==> src/rtl/mdu_pkg.sv <==
// Shared opcode constants and FSM state type for the sequential multiply/divide unit.
package mdu_pkg;

    localparam logic [2:0] OpMul   = 3'b000;
    localparam logic [2:0] OpUmull = 3'b001;
    localparam logic [2:0] OpSmull = 3'b010;
    localparam logic [2:0] OpUdiv  = 3'b100;
    localparam logic [2:0] OpSdiv  = 3'b101;

    typedef enum logic [1:0] {
        StIdle,
        StCalc,
        StFixup,
        StDone
    } state_e;

    // Signed ops run on magnitudes and get their sign restored afterwards.
    function automatic logic op_is_signed(input logic [2:0] op);
        return (op == OpSmull) || (op == OpSdiv);
    endfunction

endpackage

==> src/rtl/mul_div_seq.sv <==
// Sequential multiply/divide unit: radix-2 shift-add multiply and restoring divide,
// one bit per cycle. Divide support is compiled in only when MUL_DIV_SEQ_DIV_EN is
// defined; otherwise UDIV/SDIV opcodes complete immediately as illegal.
module mul_div_seq
    import mdu_pkg::*;
#(
    parameter int unsigned WIDTH = 32
) (
    input  logic             clk,
    input  logic             reset,
    input  logic             start,
    input  logic [2:0]       op,
    input  logic [WIDTH-1:0] a,
    input  logic [WIDTH-1:0] b,
    output logic             busy,
    output logic             done,
    output logic [WIDTH-1:0] result_lo,
    output logic [WIDTH-1:0] result_hi,
    output logic             err
);

    localparam int unsigned CntW = $clog2(WIDTH + 1);
    localparam logic [WIDTH-1:0]   One  = {{(WIDTH-1){1'b0}}, 1'b1};
    localparam logic [2*WIDTH-1:0] One2 = {{(2*WIDTH-1){1'b0}}, 1'b1};

    state_e            state_q;
    logic [CntW-1:0]   cnt_q;
    logic [2:0]        op_q;
    logic [WIDTH-1:0]  hi_q;
    logic [WIDTH-1:0]  lo_q;
    logic [WIDTH-1:0]  b_q;
    logic              neg_lo_q;
    logic              busy_q;
    logic              done_q;
    logic              err_q;

    logic              signed_op;
    logic              legal;
    logic              res_neg;
    logic [WIDTH-1:0]  a_mag;
    logic [WIDTH-1:0]  b_mag;
    logic [WIDTH:0]    msum;
    logic [2*WIDTH-1:0] prod_neg;

`ifdef MUL_DIV_SEQ_DIV_EN
    logic              neg_hi_q;
    logic [WIDTH:0]    dshift;
    logic [WIDTH:0]    ddiff;
    logic              dge;
`endif

    // Operand conditioning and per-iteration datapath.
    always_comb begin
        signed_op = op_is_signed(op);
        legal     = (op == OpMul) || (op == OpUmull) || (op == OpSmull);
`ifdef MUL_DIV_SEQ_DIV_EN
        legal     = legal || (op == OpUdiv) || (op == OpSdiv);
`endif
        res_neg   = signed_op && (a[WIDTH-1] ^ b[WIDTH-1]);
        a_mag     = (signed_op && a[WIDTH-1]) ? (~a + One) : a;
        b_mag     = (signed_op && b[WIDTH-1]) ? (~b + One) : b;
        // Multiplier sits in lo_q and shifts out LSB-first; multiplicand in b_q.
        msum      = {1'b0, hi_q} + (lo_q[0] ? {1'b0, b_q} : {(WIDTH+1){1'b0}});
        prod_neg  = ~{hi_q, lo_q} + One2;
`ifdef MUL_DIV_SEQ_DIV_EN
        // Dividend shifts out of lo_q MSB-first into the partial remainder.
        dshift    = {hi_q, lo_q[WIDTH-1]};
        ddiff     = dshift - {1'b0, b_q};
        dge       = ~ddiff[WIDTH];
`endif
    end

    // Control FSM and datapath registers.
    always_ff @(posedge clk or negedge reset) begin
        if (!reset) begin
            state_q  <= StIdle;
            cnt_q    <= '0;
            op_q     <= '0;
            hi_q     <= '0;
            lo_q     <= '0;
            b_q      <= '0;
            neg_lo_q <= 1'b0;
            busy_q   <= 1'b0;
            done_q   <= 1'b0;
            err_q    <= 1'b0;
`ifdef MUL_DIV_SEQ_DIV_EN
            neg_hi_q <= 1'b0;
`endif
        end else begin
            case (state_q)
                StIdle: begin
                    done_q <= 1'b0;
                    if (start) begin
                        err_q  <= 1'b0;
                        op_q   <= op;
                        cnt_q  <= CntW'(WIDTH);
                        busy_q <= 1'b1;
                        if (!legal) begin
                            hi_q    <= '0;
                            lo_q    <= '0;
                            err_q   <= 1'b1;
                            done_q  <= 1'b1;
                            state_q <= StDone;
                        end
`ifdef MUL_DIV_SEQ_DIV_EN
                        else if (op[2] && (b == '0)) begin
                            hi_q    <= a;
                            lo_q    <= '1;
                            err_q   <= 1'b1;
                            done_q  <= 1'b1;
                            state_q <= StDone;
                        end else if (op[2]) begin
                            hi_q     <= '0;
                            lo_q     <= a_mag;
                            b_q      <= b_mag;
                            neg_lo_q <= res_neg;
                            neg_hi_q <= signed_op && a[WIDTH-1];
                            state_q  <= StCalc;
                        end
`endif
                        else begin
                            hi_q     <= '0;
                            lo_q     <= b_mag;
                            b_q      <= a_mag;
                            neg_lo_q <= res_neg;
                            state_q  <= StCalc;
                        end
                    end
                end
                StCalc: begin
`ifdef MUL_DIV_SEQ_DIV_EN
                    if (op_q[2]) begin
                        hi_q <= dge ? ddiff[WIDTH-1:0] : dshift[WIDTH-1:0];
                        lo_q <= {lo_q[WIDTH-2:0], dge};
                    end else
`endif
                    begin
                        hi_q <= msum[WIDTH:1];
                        lo_q <= {msum[0], lo_q[WIDTH-1:1]};
                    end
                    cnt_q <= cnt_q - CntW'(1);
                    if (cnt_q == CntW'(1)) begin
                        state_q <= StFixup;
                    end
                end
                StFixup: begin
                    case (op_q)
                        OpMul:   hi_q <= '0;
                        OpSmull: if (neg_lo_q) {hi_q, lo_q} <= prod_neg;
`ifdef MUL_DIV_SEQ_DIV_EN
                        OpSdiv: begin
                            if (neg_lo_q) lo_q <= ~lo_q + One;
                            if (neg_hi_q) hi_q <= ~hi_q + One;
                        end
`endif
                        default: ;
                    endcase
                    done_q  <= 1'b1;
                    state_q <= StDone;
                end
                StDone: begin
                    // A start seen here is deliberately dropped.
                    done_q  <= 1'b0;
                    busy_q  <= 1'b0;
                    state_q <= StIdle;
                end
                default: state_q <= StIdle;
            endcase
        end
    end

    // Outputs come straight from registers.
    always_comb begin
        busy      = busy_q;
        done      = done_q;
        err       = err_q;
        result_lo = lo_q;
        result_hi = hi_q;
    end

endmodule

==> config.mk <==
export PLATFORM = sky130hd
export DESIGN_NAME = mul_div_seq
export DESIGN_NICKNAME = d
export VERILOG_FILES = /design/src/rtl/mdu_pkg.sv /design/src/rtl/mul_div_seq.sv
export SDC_FILE = /design/constraint.sdc
export NUM_CORES = 1
export LEC_CHECK = 0
export ABC_AREA = 1
export BUFFER_PORTS_ARGS = -buffer_cell sky130_fd_sc_hd__buf_4
export CORE_MARGIN = 5
export CORE_UTILIZATION = 40
export DETAILED_ROUTE_END_ITERATION = 8
export HOLD_SLACK_MARGIN = 0.05
export SYNTH_ARGS = -nofsm -noshare
export SYNTH_HDL_FRONTEND = slang
export SYNTH_SLANG_ARGS = --single-unit
==> constraint.sdc <==
create_clock -name clk -period 4.3 [get_ports clk]
set_clock_uncertainty 0.2 [all_clocks]
set_input_delay 0.215 -clock clk [delete_from_list [all_inputs] [get_ports clk]]
set_output_delay 0.215 -clock clk [all_outputs]
set_load 0.005 [all_outputs]
# Word level (Yosys, flattened, before mapping)
# Index checks and enable logic that the tools add are counted.
# word_totals
ff_bits	111
input_bits	70
out_inout_bits	67
word_cells	76
# classes
add_sub_neg	5
eq_ne	14
mux	23
n_bitwise	4
n_reduce_logical	20
# op_table
cell	n
32-bit 2-to-1 mux	9
32-bit case mux with 3 select lines	2
32-bit by 1-bit adder with 32-bit output (second input constant)	2
64-bit by 1-bit adder with 64-bit output (second input constant)	1
32-bit NOT	2
64-bit NOT	1
32-bit case mux with 2 select lines	1
32-bit by 32-bit adder with 33-bit output	1
6-bit case mux with 2 select lines	1
2-bit != test (second input constant)	4
2-bit case mux with 4 select lines	1
2-bit AND reduction	4
4-bit AND reduction	2
3-bit by 2-bit equality test with 1-bit output (second input constant)	2
6-bit by 1-bit equality test with 1-bit output (second input constant)	1
3-bit logical NOT	2
2-bit 2-to-1 mux	3
6-bit 2-to-1 mux	1
3-bit nonzero test	2
6-bit by 1-bit subtractor with 6-bit output (second input constant)	1
2-bit equality test (second input constant)	2
2-bit nonzero test	2
3-bit by 1-bit equality test with 1-bit output (second input constant)	1
3-bit equality test (second input constant)	1
other kinds (11)	17

# Logic depth before layout (Yosys ltp)
# logic_depth
ltp_word	7
ltp_mapped	20
ltp_nobuf	18

# Least setup slack after synthesis
# Ideal clock, no wire load.
# synth_path
path_type	reg-to-reg
start	register lo_q[0] (netlist: result_lo[0])
end	register hi_q[27] (netlist: result_hi[27])
setup_ns	0.117
arrival_time_ns	2.303
required_time_ns	3.983
path_slack_ns	1.680
path_stages_with_launch	20
path_cell_list	dfrtp_1 > buf_6 > clkbuf_1 > nand2_1 > inv_1 > ha_1 > inv_1 > fa_1 > inv_1 > nand3_1 > nand3_1 > nand3_1 > nand3_1 > nand2_1 > nand2_1 > nand2_1 > nand3_1 > nand2_1 > nand2_1 > nand2_1
# synth_via
elab_chain_len	5
# synth_rtl
element	line	text
start: declaration	mul_div_seq.sv:30	logic [WIDTH-1:0] lo_q;
start signal: assignment	mul_div_seq.sv:123	lo_q <= b_mag;
start signal: assignment	mul_div_seq.sv:139	lo_q <= {msum[0], lo_q[WIDTH-1:1]};
start signal: assignment	mul_div_seq.sv:149	OpSmull: if (neg_lo_q) {hi_q, lo_q} <= prod_neg;
64-bit NOT	mul_div_seq.sv:64	prod_neg = ~{hi_q, lo_q} + One2;
64-bit by 1-bit adder with 64-bit output	mul_div_seq.sv:64	
32-bit 2-to-1 mux	mul_div_seq.sv:149	
32-bit case mux with 2 select lines	mul_div_seq.sv:147	case (op_q)
32-bit case mux with 3 select lines *	mul_div_seq.sv:90	case (state_q)
end signal: assignment	mul_div_seq.sv:138	hi_q <= msum[WIDTH:1];
end signal: assignment	mul_div_seq.sv:149	
end: declaration	mul_div_seq.sv:29	logic [WIDTH-1:0] hi_q;
# Every way passes the cells marked *; elsewhere a longest branch is shown, timed or not. The select of a mux whose other input is x is not followed.
# A chain may end at the register's enable or synchronous reset.

# Final worst setup path
# Ends and elaborated chain as after synthesis.

==> summary.md <==
| Metric | Value |
|---|---|
| Post-Syn Area | 11960 µm² |
| # IOs | 137 |
| Final worst slack | 1336 ps |
| Worst-Margin Slew | 873.7 ps |
| Slew Limit Headroom | 41.75% |
| Ys flop type | dfrtp_1 |
| Core Region | 29560 µm² |
| Asr flop ratio synth | 100.0% |
| Placement Cell Area | 13350 µm² |
| CTS H-tree lvls | 3 |
| Hold Buf Count CTS | 40 |
| Final Hold Vio Count | 0 |
| CP endpoint | result_hi[27] |
| Root Buffer | clkbuf_16 |
| Hpwl dp | 38540 µm |
| Critical Path AT | 3040 ps |
| Final setup fails | 0 |
| Final core utilization | 47.60% |
| CTS Sinks | 111 |
| Unrepaired setup endpoints after global routing | no |
| DRC errors left | 0 |
| Pre-CTS setup slack | 1338 ps |
| Vias in the first global route | 12700 |
| Routed WL per cell | 17.70 µm |
| Chip height | 182.9 µm |
| Placer Congestion | 0.9671 |
| FMAX | 0.3373 GHz |
| Internal cell power | 3.963 mW |
| GR Overflow Total | 0 |
| DR iter-0 viols | 1270 |
| Reg power frac | 23.5% |
| FILL cells | 3234 |
| DIE AREA | 33450 µm² |
| R2R depth | 18 |
| Ys Warns | 0 |
| Critical R2R Capture | result_hi[27] |
| Via density | 5.244 |
| Layout cell share with drive strength beyond 1 | 9.555% |
| Switch share | 58.02% |
| Rows | 63 |
| Crit path required time | 4380 ps |
| Post-Synthesis Cells | 2133 |
| Cell variety after synth | 47 |
| Accumulated negative setup slack | 0 ps |
| Initial antenna violation count | 0 |
| Post-CTS setup buffer count | 0 |
| Detailed-route wire length | 47460 µm |
| N_diodes | 0 |
| CP Class | register to register |
| Max_cap viols | 0 |
| Synth Area per Inst | 5.605 µm² |
| Final Cell Area | 14070 µm² |
| CTS max path bufs | 2 |
| Switching power total | 5.477 mW |
| First-pass GRT wire length | 73880 µm |
| Post-CTS resize count | 0 |
| Tot GR Track Use | 28.00% |
| Critical-path maximum fanout | 34 |
| Peak VDD IR | 0.0002617 V |
| Fin crit period | 2964 ps |
| Combinational cell fraction of total power | 66.8% |
| Clk pwr share | 9.6% |
| Clk_lat worst skew | 380 ps |
| Post-synth EDFFs | 0 |
| CTS Buf Count | 9 |
| Number of port buffers | 136 |
| Seq cells post-synth | 111 |
| Critical register-to-register path startpoint | result_lo[0] |
| CTS tree | yes |
| Most frequent cells in the layout | nand2_1 (803), inv_1 (301), nor2_1 (247) |
| Starting Density | 40.45% |
| HP Class | primary input to register |
| Die X | 182.9 µm |
| Syn-to-layout area delta | 17.69% |
| Drt pass-1 iters | 5 |
| Leak | 7.729 nW |
| Crit end category | register |
| CP startpoint kind | register |
| Post-Syn Nets | 2247 |
| Final #Nets | 2401 |
| Worst-path clk slew | 100 ps |
| Sequential area share after synthesis | 23.23% |
| Power Dens Cells | 670.9 nW/µm² |
| Largest net degree at the start of global routing | 65 |
| Slew Viols, Final | 0 |
| Most common cell after layout, fill and taps aside | nand2_1 |
| Critical path launch point | result_lo[0] |
| Register-to-Register Setup Slack | 1340 ps |
| Vias | 14060 |
| Final period util | 68.94% |
| Status | finished clean |
| Final ANT Viol Nets | 0 |
state kept, by name (all words and copies together) (netlist names), 2 cells and up:
| signal | count |
|---|---|
| b_q | 32 |
| cnt_q | 6 |
| op_q | 3 |
| result_hi | 32 |
| result_lo | 32 |
| state_q | 2 |
worst min path at each step:
stage / to / start / cells after the start / slack, ps
floorplan: b_q[0] / reset / 0 / -280
global placement: result_lo[1] / reset / 1 / 190
detailed placement: result_lo[1] / reset / 1 / 190
CTS: result_lo[2] / b[2] / 4 / 50
global route: done / start / 3 / 60
finish: result_lo[10] / b[10] / 6 / 60
power groups by stage:
| stage | Clock [mW] | Combinational [mW] | Sequential, mW |
|---|---|---|---|
| after floorplan | 0 | 4.10 | 1.92 |
| after global placement | 0 | 6.12 | 2.22 |
| after detailed placement | 0 | 6.14 | 2.22 |
| after CTS | 0.922 | 6.20 | 2.21 |
| after global routing | 0.967 | 6.99 | 2.27 |
| final | 0.908 | 6.31 | 2.22 |
cell type report:
type,count,area (µm²),share of cell area (%)
Multi-Input combinational cell,1666,7797,55.42
Sequential cell,111,2778,19.74
Timing Repair Buffer,190,1526,10.85
Inverter,309,1165,8.279
Tap cell,390,488.0,3.468
Clock buffer,9,225.2,1.601
Clock inverter,7,91.34,0.6491
cells in the mapped netlist, types with 8 or more instances:
cell | instances | area [µm²]
nand3b_1 | 15 | 112.6
buf_2 | 16 | 80.08
o22ai_1 | 10 | 62.56
nand2_1 | 803 | 3014
or2_2 | 9 | 56.30
nor3_1 | 15 | 75.07
o21ai_1 | 12 | 60.06
nand4_1 | 35 | 219.0
nor2_1 | 248 | 930.9
inv_1 | 301 | 1130
xor2_1 | 22 | 192.7
a21oi_1 | 63 | 315.3
ha_1 | 43 | 538.0
o21ai_0 | 92 | 460.4
dfrtp_1 | 111 | 2778
clkbuf_1 | 21 | 78.83
nor2_2 | 8 | 50.05
nand3_1 | 226 | 1131
kinds of logic after synthesis:
| family | Yosys count | share of synthesized area (%) |
|---|---|---|
| compound gates | 203 | 9.146 |
| xor+xnor | 28 | 2.051 |
| simple gates | 1391 | 49.33 |
| buf+inv | 356 | 11.57 |
| fa+ha+maj | 44 | 4.667 |
| flops | 111 | 23.23 |
metrics by stage:
step,hold WS [ps],power (mW),instances
after floorplan,-280.6,6.025,2133
after global placement,194.2,8.342,2626
after detailed placement,192.6,8.366,2626
after CTS,50.94,9.324,2682
after global routing,64.58,10.23,2682
final,58.39,9.440,2682
worst max-delay path, stage by stage (launching register included):
cell	delay (ps)
dfrtp_1	330
buf_4	320
nand2_1	170
inv_1	90
ha_1	220
inv_1	70
fa_1	400
inv_1	120
nand3_1	80
nand3_1	150
nand3_1	90
nand3_1	150
nand2_1	100
nand2_1	80
nand2_1	50
nand3_1	70
nand2_1	50
nand2_1	50
nand2_1	60
metal layers:
metal,vias up,share of wire (%),GRT usage (%)
li1,7033,-,-
met1,6418,48,42.66
met2,549,41,41.56
met3,64,7.6,3.808
met4,0,2.7,7.300
met5,-,0,0
(Power assumes the default switching activity.)
